`src/rtl/l5_code_pkg.sv`:
```
// Shared constants, tap masks and FSM state type for the GPS L5 code stream generator.
// LFSR vectors hold stage 1 in bit 12 and stage 13 in bit 0.
package l5_code_pkg;

   localparam int L5_LFSR_W      = 13;
   localparam int L5_CODE_LENGTH = 10230;
   localparam int L5_XA_PERIOD   = 8190;

   localparam logic [31:0] L5_SYNC_WORD = 32'h1000_0000;

   // XA taps s9,s10,s12,s13; XB taps s1,s3,s4,s6,s7,s8,s12,s13
   localparam logic [L5_LFSR_W-1:0] L5_XA_TAPS = 13'h001B;
   localparam logic [L5_LFSR_W-1:0] L5_XB_TAPS = 13'h16E3;
   localparam logic [L5_LFSR_W-1:0] L5_XA_INIT = 13'h1FFF;

   typedef enum logic [1:0] {
      ST_IDLE,
      ST_HEADER,
      ST_CHIPS,
      ST_DONE
   } l5_state_e;

   function automatic logic [L5_LFSR_W-1:0] lfsr13_step(
      input logic [L5_LFSR_W-1:0] s,
      input logic [L5_LFSR_W-1:0] taps
   );
      return {^(s & taps), s[L5_LFSR_W-1:1]};
   endfunction

endpackage

```
`src/rtl/l5_lfsr13.sv`:
```
// 13-stage Fibonacci LFSR with tap mask parameter.
// Load takes priority over advance.
module l5_lfsr13
   import l5_code_pkg::*;
#(
   parameter logic [L5_LFSR_W-1:0] TAPS      = L5_XA_TAPS,
   parameter logic [L5_LFSR_W-1:0] RESET_VAL = L5_XA_INIT
) (
   input  logic                 clk,
   input  logic                 rst_n,
   input  logic                 load,
   input  logic [L5_LFSR_W-1:0] load_value,
   input  logic                 advance,
   output logic [L5_LFSR_W-1:0] state
);

   logic [L5_LFSR_W-1:0] state_q;
   logic [L5_LFSR_W-1:0] state_d;

   always_comb begin
      state_d = state_q;
      if (load) begin
         state_d = load_value;
      end else if (advance) begin
         state_d = lfsr13_step(state_q, TAPS);
      end
   end

   always_ff @(posedge clk) begin
      if (!rst_n) begin
         state_q <= RESET_VAL;
      end else begin
         state_q <= state_d;
      end
   end

   assign state = state_q;

endmodule

```
`src/rtl/l5_code_stream_gen.sv`:
```
// GPS L5 ranging code streamer: sync word then CODE_LENGTH chips over AXI-Stream.
// Optional o_ca_code_tlast on the final chip when L5_CODE_TLAST_EN is defined.
module l5_code_stream_gen
   import l5_code_pkg::*;
#(
   parameter int               DSIZE            = 32,
   parameter int               CODE_LENGTH      = L5_CODE_LENGTH,
   parameter int               CODE_LENGTH_LOG2 = 14,
   parameter int               XA_PERIOD        = L5_XA_PERIOD,
   parameter logic [DSIZE-1:0] SYNC_WORD        = DSIZE'(L5_SYNC_WORD)
) (
   input  logic                 axis_aclk,
   input  logic                 axis_aresetn,
   input  logic                 i_start,
   input  logic [L5_LFSR_W-1:0] i_xb_init,
   output logic [DSIZE-1:0]     o_ca_code_tdata,
   output logic                 o_ca_code_tvalid,
   input  logic                 i_ca_code_tready,
   output logic                 o_busy,
   output logic                 o_done
`ifdef L5_CODE_TLAST_EN
   ,
   output logic                 o_ca_code_tlast
`endif
);

   localparam logic [CODE_LENGTH_LOG2-1:0] LAST_CHIP =
      CODE_LENGTH_LOG2'(CODE_LENGTH - 1);
   localparam logic [CODE_LENGTH_LOG2-1:0] CHIP_ONE =
      CODE_LENGTH_LOG2'(1);
   localparam logic [L5_LFSR_W-1:0] XA_LAST =
      L5_LFSR_W'(XA_PERIOD - 1);
   localparam logic [L5_LFSR_W-1:0] XA_ONE =
      L5_LFSR_W'(1);

   l5_state_e                   state_q, state_d;
   logic [DSIZE-1:0]            tdata_q, tdata_d;
   logic                        tvalid_q, tvalid_d;
   logic                        busy_q, busy_d;
   logic                        done_q, done_d;
   logic [CODE_LENGTH_LOG2-1:0] chip_cnt_q, chip_cnt_d;
   logic [L5_LFSR_W-1:0]        xa_cnt_q, xa_cnt_d;
   logic                        last_d;

   logic                 hs;
   logic                 start_acc;
   logic                 adv;
   logic                 xa_wrap;
   logic [L5_LFSR_W-1:0] xa_s, xb_s;
   logic [L5_LFSR_W-1:0] xa_nxt, xb_nxt;
   logic                 nxt_chip;

   assign hs      = tvalid_q & i_ca_code_tready;
   assign xa_wrap = (xa_cnt_q == XA_LAST);
   assign xa_nxt  = xa_wrap ? L5_XA_INIT : lfsr13_step(xa_s, L5_XA_TAPS);
   assign xb_nxt  = lfsr13_step(xb_s, L5_XB_TAPS);
   assign nxt_chip = xa_nxt[0] ^ xb_nxt[0];

   always_comb begin
      state_d    = state_q;
      tdata_d    = tdata_q;
      tvalid_d   = tvalid_q;
      busy_d     = busy_q;
      done_d     = 1'b0;
      chip_cnt_d = chip_cnt_q;
      xa_cnt_d   = xa_cnt_q;
      last_d     = 1'b0;
      start_acc  = 1'b0;
      adv        = 1'b0;
      unique case (state_q)
         ST_IDLE: begin
            if (i_start) begin
               start_acc  = 1'b1;
               tdata_d    = SYNC_WORD;
               tvalid_d   = 1'b1;
               busy_d     = 1'b1;
               chip_cnt_d = '0;
               xa_cnt_d   = '0;
               state_d    = ST_HEADER;
            end
         end
         ST_HEADER: begin
            if (hs) begin
               tdata_d = {{(DSIZE-1){1'b0}}, xa_s[0] ^ xb_s[0]};
               last_d  = (LAST_CHIP == '0);
               state_d = ST_CHIPS;
            end
         end
         ST_CHIPS: begin
            last_d = (chip_cnt_q == LAST_CHIP);
            if (hs) begin
               if (chip_cnt_q == LAST_CHIP) begin
                  last_d   = 1'b0;
                  tvalid_d = 1'b0;
                  busy_d   = 1'b0;
                  done_d   = 1'b1;
                  state_d  = ST_DONE;
               end else begin
                  adv        = 1'b1;
                  chip_cnt_d = chip_cnt_q + CHIP_ONE;
                  xa_cnt_d   = xa_wrap ? '0 : xa_cnt_q + XA_ONE;
                  tdata_d    = {{(DSIZE-1){1'b0}}, nxt_chip};
                  last_d     = (chip_cnt_d == LAST_CHIP);
               end
            end
         end
         ST_DONE: begin
            state_d = ST_IDLE;
         end
      endcase
   end

   // XA short-cycles back to all-ones every XA_PERIOD advances
   l5_lfsr13 #(
      .TAPS      (L5_XA_TAPS),
      .RESET_VAL (L5_XA_INIT)
   ) u_xa (
      .clk        (axis_aclk),
      .rst_n      (axis_aresetn),
      .load       (start_acc | (adv & xa_wrap)),
      .load_value (L5_XA_INIT),
      .advance    (adv),
      .state      (xa_s)
   );

   l5_lfsr13 #(
      .TAPS      (L5_XB_TAPS),
      .RESET_VAL ('0)
   ) u_xb (
      .clk        (axis_aclk),
      .rst_n      (axis_aresetn),
      .load       (start_acc),
      .load_value (i_xb_init),
      .advance    (adv),
      .state      (xb_s)
   );

   always_ff @(posedge axis_aclk) begin
      if (!axis_aresetn) begin
         state_q    <= ST_IDLE;
         tdata_q    <= '0;
         tvalid_q   <= 1'b0;
         busy_q     <= 1'b0;
         done_q     <= 1'b0;
         chip_cnt_q <= '0;
         xa_cnt_q   <= '0;
      end else begin
         state_q    <= state_d;
         tdata_q    <= tdata_d;
         tvalid_q   <= tvalid_d;
         busy_q     <= busy_d;
         done_q     <= done_d;
         chip_cnt_q <= chip_cnt_d;
         xa_cnt_q   <= xa_cnt_d;
      end
   end

`ifdef L5_CODE_TLAST_EN
   logic tlast_q;

   always_ff @(posedge axis_aclk) begin
      if (!axis_aresetn) begin
         tlast_q <= 1'b0;
      end else begin
         tlast_q <= last_d;
      end
   end

   assign o_ca_code_tlast = tlast_q;
`else
   logic unused_last;
   assign unused_last = last_d;
`endif

   assign o_ca_code_tdata  = tdata_q;
   assign o_ca_code_tvalid = tvalid_q;
   assign o_busy           = busy_q;
   assign o_done           = done_q;

endmodule
```
`config.mk`:
```
export PLATFORM = sky130hd
export DESIGN_NAME = l5_code_stream_gen
export DESIGN_NICKNAME = d
export VERILOG_FILES = /design/src/rtl/l5_code_pkg.sv /design/src/rtl/l5_lfsr13.sv /design/src/rtl/l5_code_stream_gen.sv
export SDC_FILE = /design/constraint.sdc
export NUM_CORES = 1
export LEC_CHECK = 0
export CAP_MARGIN = 20
export CORE_MARGIN = 2
export CORE_UTILIZATION = 60
export CTS_CLUSTER_SIZE = 40
export DETAILED_ROUTE_END_ITERATION = 10
export DONT_BUFFER_PORTS = 1
export PLACE_DENSITY = 0.76
export SYNTH_ARGS = -nofsm -noshare
export SYNTH_HDL_FRONTEND = slang
export SYNTH_HIERARCHICAL = 1
export SYNTH_SLANG_ARGS = --single-unit
```
`constraint.sdc`:
```
create_clock -name axis_aclk -period 6.47 [get_ports axis_aclk]
set_input_delay 0.3235 -clock axis_aclk [delete_from_list [all_inputs] [get_ports axis_aclk]]
set_output_delay 0.3235 -clock axis_aclk [all_outputs]
set_load 0.02 [all_outputs]
```
==> impl_metrics.csv <==
group,metric,value,unit
outcome,status,"finished, final reports clean",
clock_network,cts_repair_resize_count,0,
placement,dp_hpwl,4.54,mm
timing,tightest_slew,0.957,ns
critical_path,cp.arrival,3.28,ns
placement,portBuffers,0,
global_routing,antenna_found_initial,0,
timing,fin_tns_setup,0,ns
timing,slew_violations,0,
clock_network,numClockSinks,59,
clock_network,cts.htree.levels,3,
critical_path,crit_top_cell,"nand2_1",
detailed_routing,drc,0,
critical_path,crit_path_max_fanout,30,
critical_path,endpoint_kind,"register",
detailed_routing,vias,2705,
critical_path,r2r_start,"state_q[0]$_SDFFE_PN0P_",
pwr,peakVddDrop,0.000188,V
critical_path,r2r_setup_slack,3.44,ns
timing,finalHoldViolCount,0,
yosys,synth.largest_area_cell,"dfxtp_1",
clock_network,worstSkewPairLatency,0.33,ns
critical_path,rr_endpoint,"u_xa/state[12]$_SDFFE_PN1P_",
cells_and_area,drive_gt1_share,12.0,%
cells_and_area,nets,426,
min_path,hold_depth,1,
clock_network,cts_tree,"yes",
critical_path,worstPathRequired,6.72,ns
cells_and_area,diodes,0,
yosys,syn_avg_cell_area,8.75,µm²
cells_and_area,area_delta_synth_final,4.56,%
detailed_routing,vias_per_cell,5.65,
clock_network,cts_setup_buffers,0,
timing,min_period_over_period,46.8,%
yosys,ys_types,56,
critical_path,cp-start-kind,"register",
yosys,syn_area,3480,µm²
placement,place_inst,463,
critical_path,path_class,"reg2reg",
floorplanning,die_x,80.2,µm
floorplanning,core_area,5540,µm²
clock_network,cts_made_buffers,9,
min_path,hp-class,"in2reg",
critical_path,r2r.worst_path.cells,8,
cells_and_area,nFillCells,468,
critical_path,cpPeakStageDelay,0.78,ns
global_routing,grt_overflow,0,
min_path,hold_path_startpoint,"axis_aresetn",
critical_path,critical_path.slowest_cell,"nor2_4",
floorplanning,pin_count,52,
yosys,ys_seq_area_share,33.9,%
yosys,yosys.cell_count.top_type,"dfxtp_1",
global_routing,grt_pass1_vias,2480,
clock_network,clockBufferDepth,2,
timing,timing.slew.headroom,36.0,%
floorplanning,fp.dieH,80.2,µm
global_routing,grt_first_pass_wirelength,11.3,mm
yosys,synth_top_area_share,33.9,%
cells_and_area,multiInputGateArea,2080,µm²
clock_network,clock-root-buffer,"clkbuf_8",
timing,fin_worst_skew,0.00758,ns
yosys,synth_cells,398,
global_routing,track_usage,22.2,%
yosys,synth-main-ff-cell,"dfxtp_1",
timing,rsz0062_at_grt,"no",
pwr,p_leak,1.36,nW
yosys,yosys_warnings,6,
detailed_routing,ant_nets,0,
detailed_routing,wl_per_cell,13.9,µm
flow_run,maxCapViolations,0,
detailed_routing,first_pass_iters,4,
clock_network,cts_hold_buffers,0,
global_routing,gr-usage-met2,34.4,%
global_routing,grt_busiest_layer,"met2",
placement,place_congestion,0.837,
global_routing,use_met1,29.4,%
global_routing,grtUsageMet3,4.27,%
timing,fmax,0.330,GHz
min_path,hold_end,"u_xa/state[11]$_SDFFE_PN1P_",
pwr,p_total,0.00129,W
timing,period_minus_slack,3.03,ns
clock_network,clkSlewWorstSetupHoldPaths,0.07,ns
floorplanning,die_area,6430,µm²
pwr,p_per_area,354,nW/µm²
detailed_routing,drt_iter0_drc,233,
global_routing,grt_max_degree,31,
floorplanning,floorplan.initialDensity,62.9,%
floorplanning,rows,27,
critical_path,worstPathCellList,"inv_1 > ha_1 > nand3_1 > nor2_4 > nand2_1 > nand2_1 > clkinv_1 > a41oi_1",
cells_and_area,seq_area,1180,µm²
yosys,async_reset_ff_share,0,%
detailed_routing,drt-total-wl,6.67,mm
timing,setup_viol,0,
yosys,synth_common_cells,"59 x dfxtp_1, 46 x nor2_1, 35 x buf_4, 30 x nand2_1, 25 x mux2i_1",
yosys,synth_edf_count,0,
yosys,ys_ff_latch,59,
cells_and_area,stdcell_count,479,
yosys,synth.top_cells.by_area,"dfxtp_1 34%, buf_4 7.5%, mux2i_1 7.2%",
-- report_power, final --
part	internal, W	switching [W]	leakage, nW	total [W]
sequential	0.000408	0.0000476	0.481	0.000456
clock	0.000265	0.000146	0.123	0.000411
combinational	0.000158	0.000265	0.756	0.000423
-- layout make-up --
class	count	share of cell area, %
timing repair buffer	1	0.206
multi-input combinational	319	57.0
clock buffer	11	3.88
tap	72	2.47
sequential	59	32.4
inverter	12	1.24
clock inverter	5	2.75
-- kinds of logic (layout without fill, tap and decap cells) --
family	count (synthesis)	in the layout	share of synthesized area [%]
and+or+nand+nor	143	143	21.3
buffers and inverters	61	29	11.1
xor gates and xnor gates	21	21	5.28
AOI/OAI and AO/OA	67	67	13.4
adders and majority gates	7	7	2.52
DFF	59	59	33.9
muxes	38	38	12.3
other	2	43	0.216
-- layer usage --
metal / up-vias / routed length (µm)
li1: 1353 / -
met1: 1245 / 2990
met2: 87 / 3170
met3: 20 / 312
met4: 0 / 200
met5: - / 0
-- worst max-delay path, delay by kind of cell, from the launching register on --
family	cells	cell delay (ns)
AO/OA/AOI/OAI	1	0.33
flip-flops	1	0.32
adder cells (fa/ha/maj)	1	0.46
buffers and inverters	2	0.56
AND/OR/NAND/NOR	4	1.26
-- flip-flops by register name, indices dropped and copies added, names as in the netlist --
name,flops
o_busy,1
o_ca_code_tdata,2
u_xb/state,13
xa_cnt_q,13
chip_cnt_q,14
state_q,2
o_done,1
u_xa/state,13
-- cell usage in the layout (no fill, tap or decap), types with 3 or more instances in the layout --
cell,instances
mux2_2,5
o211ai_1,3
xnor2_1,12
ha_1,7
conb_1,43
xor2_1,9
nand3_1,11
inv_1,11
nor2_1,45
o21ai_2,4
bufinv_16,3
o41ai_1,3
nor3_1,9
o31ai_1,5
and4_1,3
or4_1,5
mux2i_1,25
mux2_4,8
a21oi_1,23
nand2_1,30
dfxtp_1,59
nor4_1,3
o21ai_0,4
or3_1,3
nand4_1,12
clkbuf_8,10
a21oi_2,6
and3_1,3
-- per-stage QoR --
step                      hold WS, ns  setup slack, ns  area, µm²  util (%)
after floorplan                 0.385             4.21       3640         -
after global placement          0.393             3.58       3400      61.4
after detailed placement        0.397             3.48       3400      61.4
after CTS                      0.0417             3.45       3640      65.7
after global routing           0.0388             3.11       3640      65.7
final                          0.0522             3.44       3640      65.7
-- worst max-delay path by stage --
stage,startpoint,end,slack (ns),depth (start not counted)
global placement,state_q[0]$_SDFFE_PN0P_,u_xa/state[12]$_SDFFE_PN1P_,3.58,8
floorplan,state_q[0]$_SDFFE_PN0P_,u_xb/state[2]$_SDFFE_PN0P_,4.21,11
detailed placement,state_q[0]$_SDFFE_PN0P_,u_xa/state[12]$_SDFFE_PN1P_,3.48,8
finish,state_q[0]$_SDFFE_PN0P_,u_xa/state[12]$_SDFFE_PN1P_,3.44,8
global route,state_q[0]$_SDFFE_PN0P_,u_xa/state[12]$_SDFFE_PN1P_,3.11,8
CTS,state_q[0]$_SDFFE_PN0P_,u_xa/state[12]$_SDFFE_PN1P_,3.45,8
(Power assumes the default switching activity.)
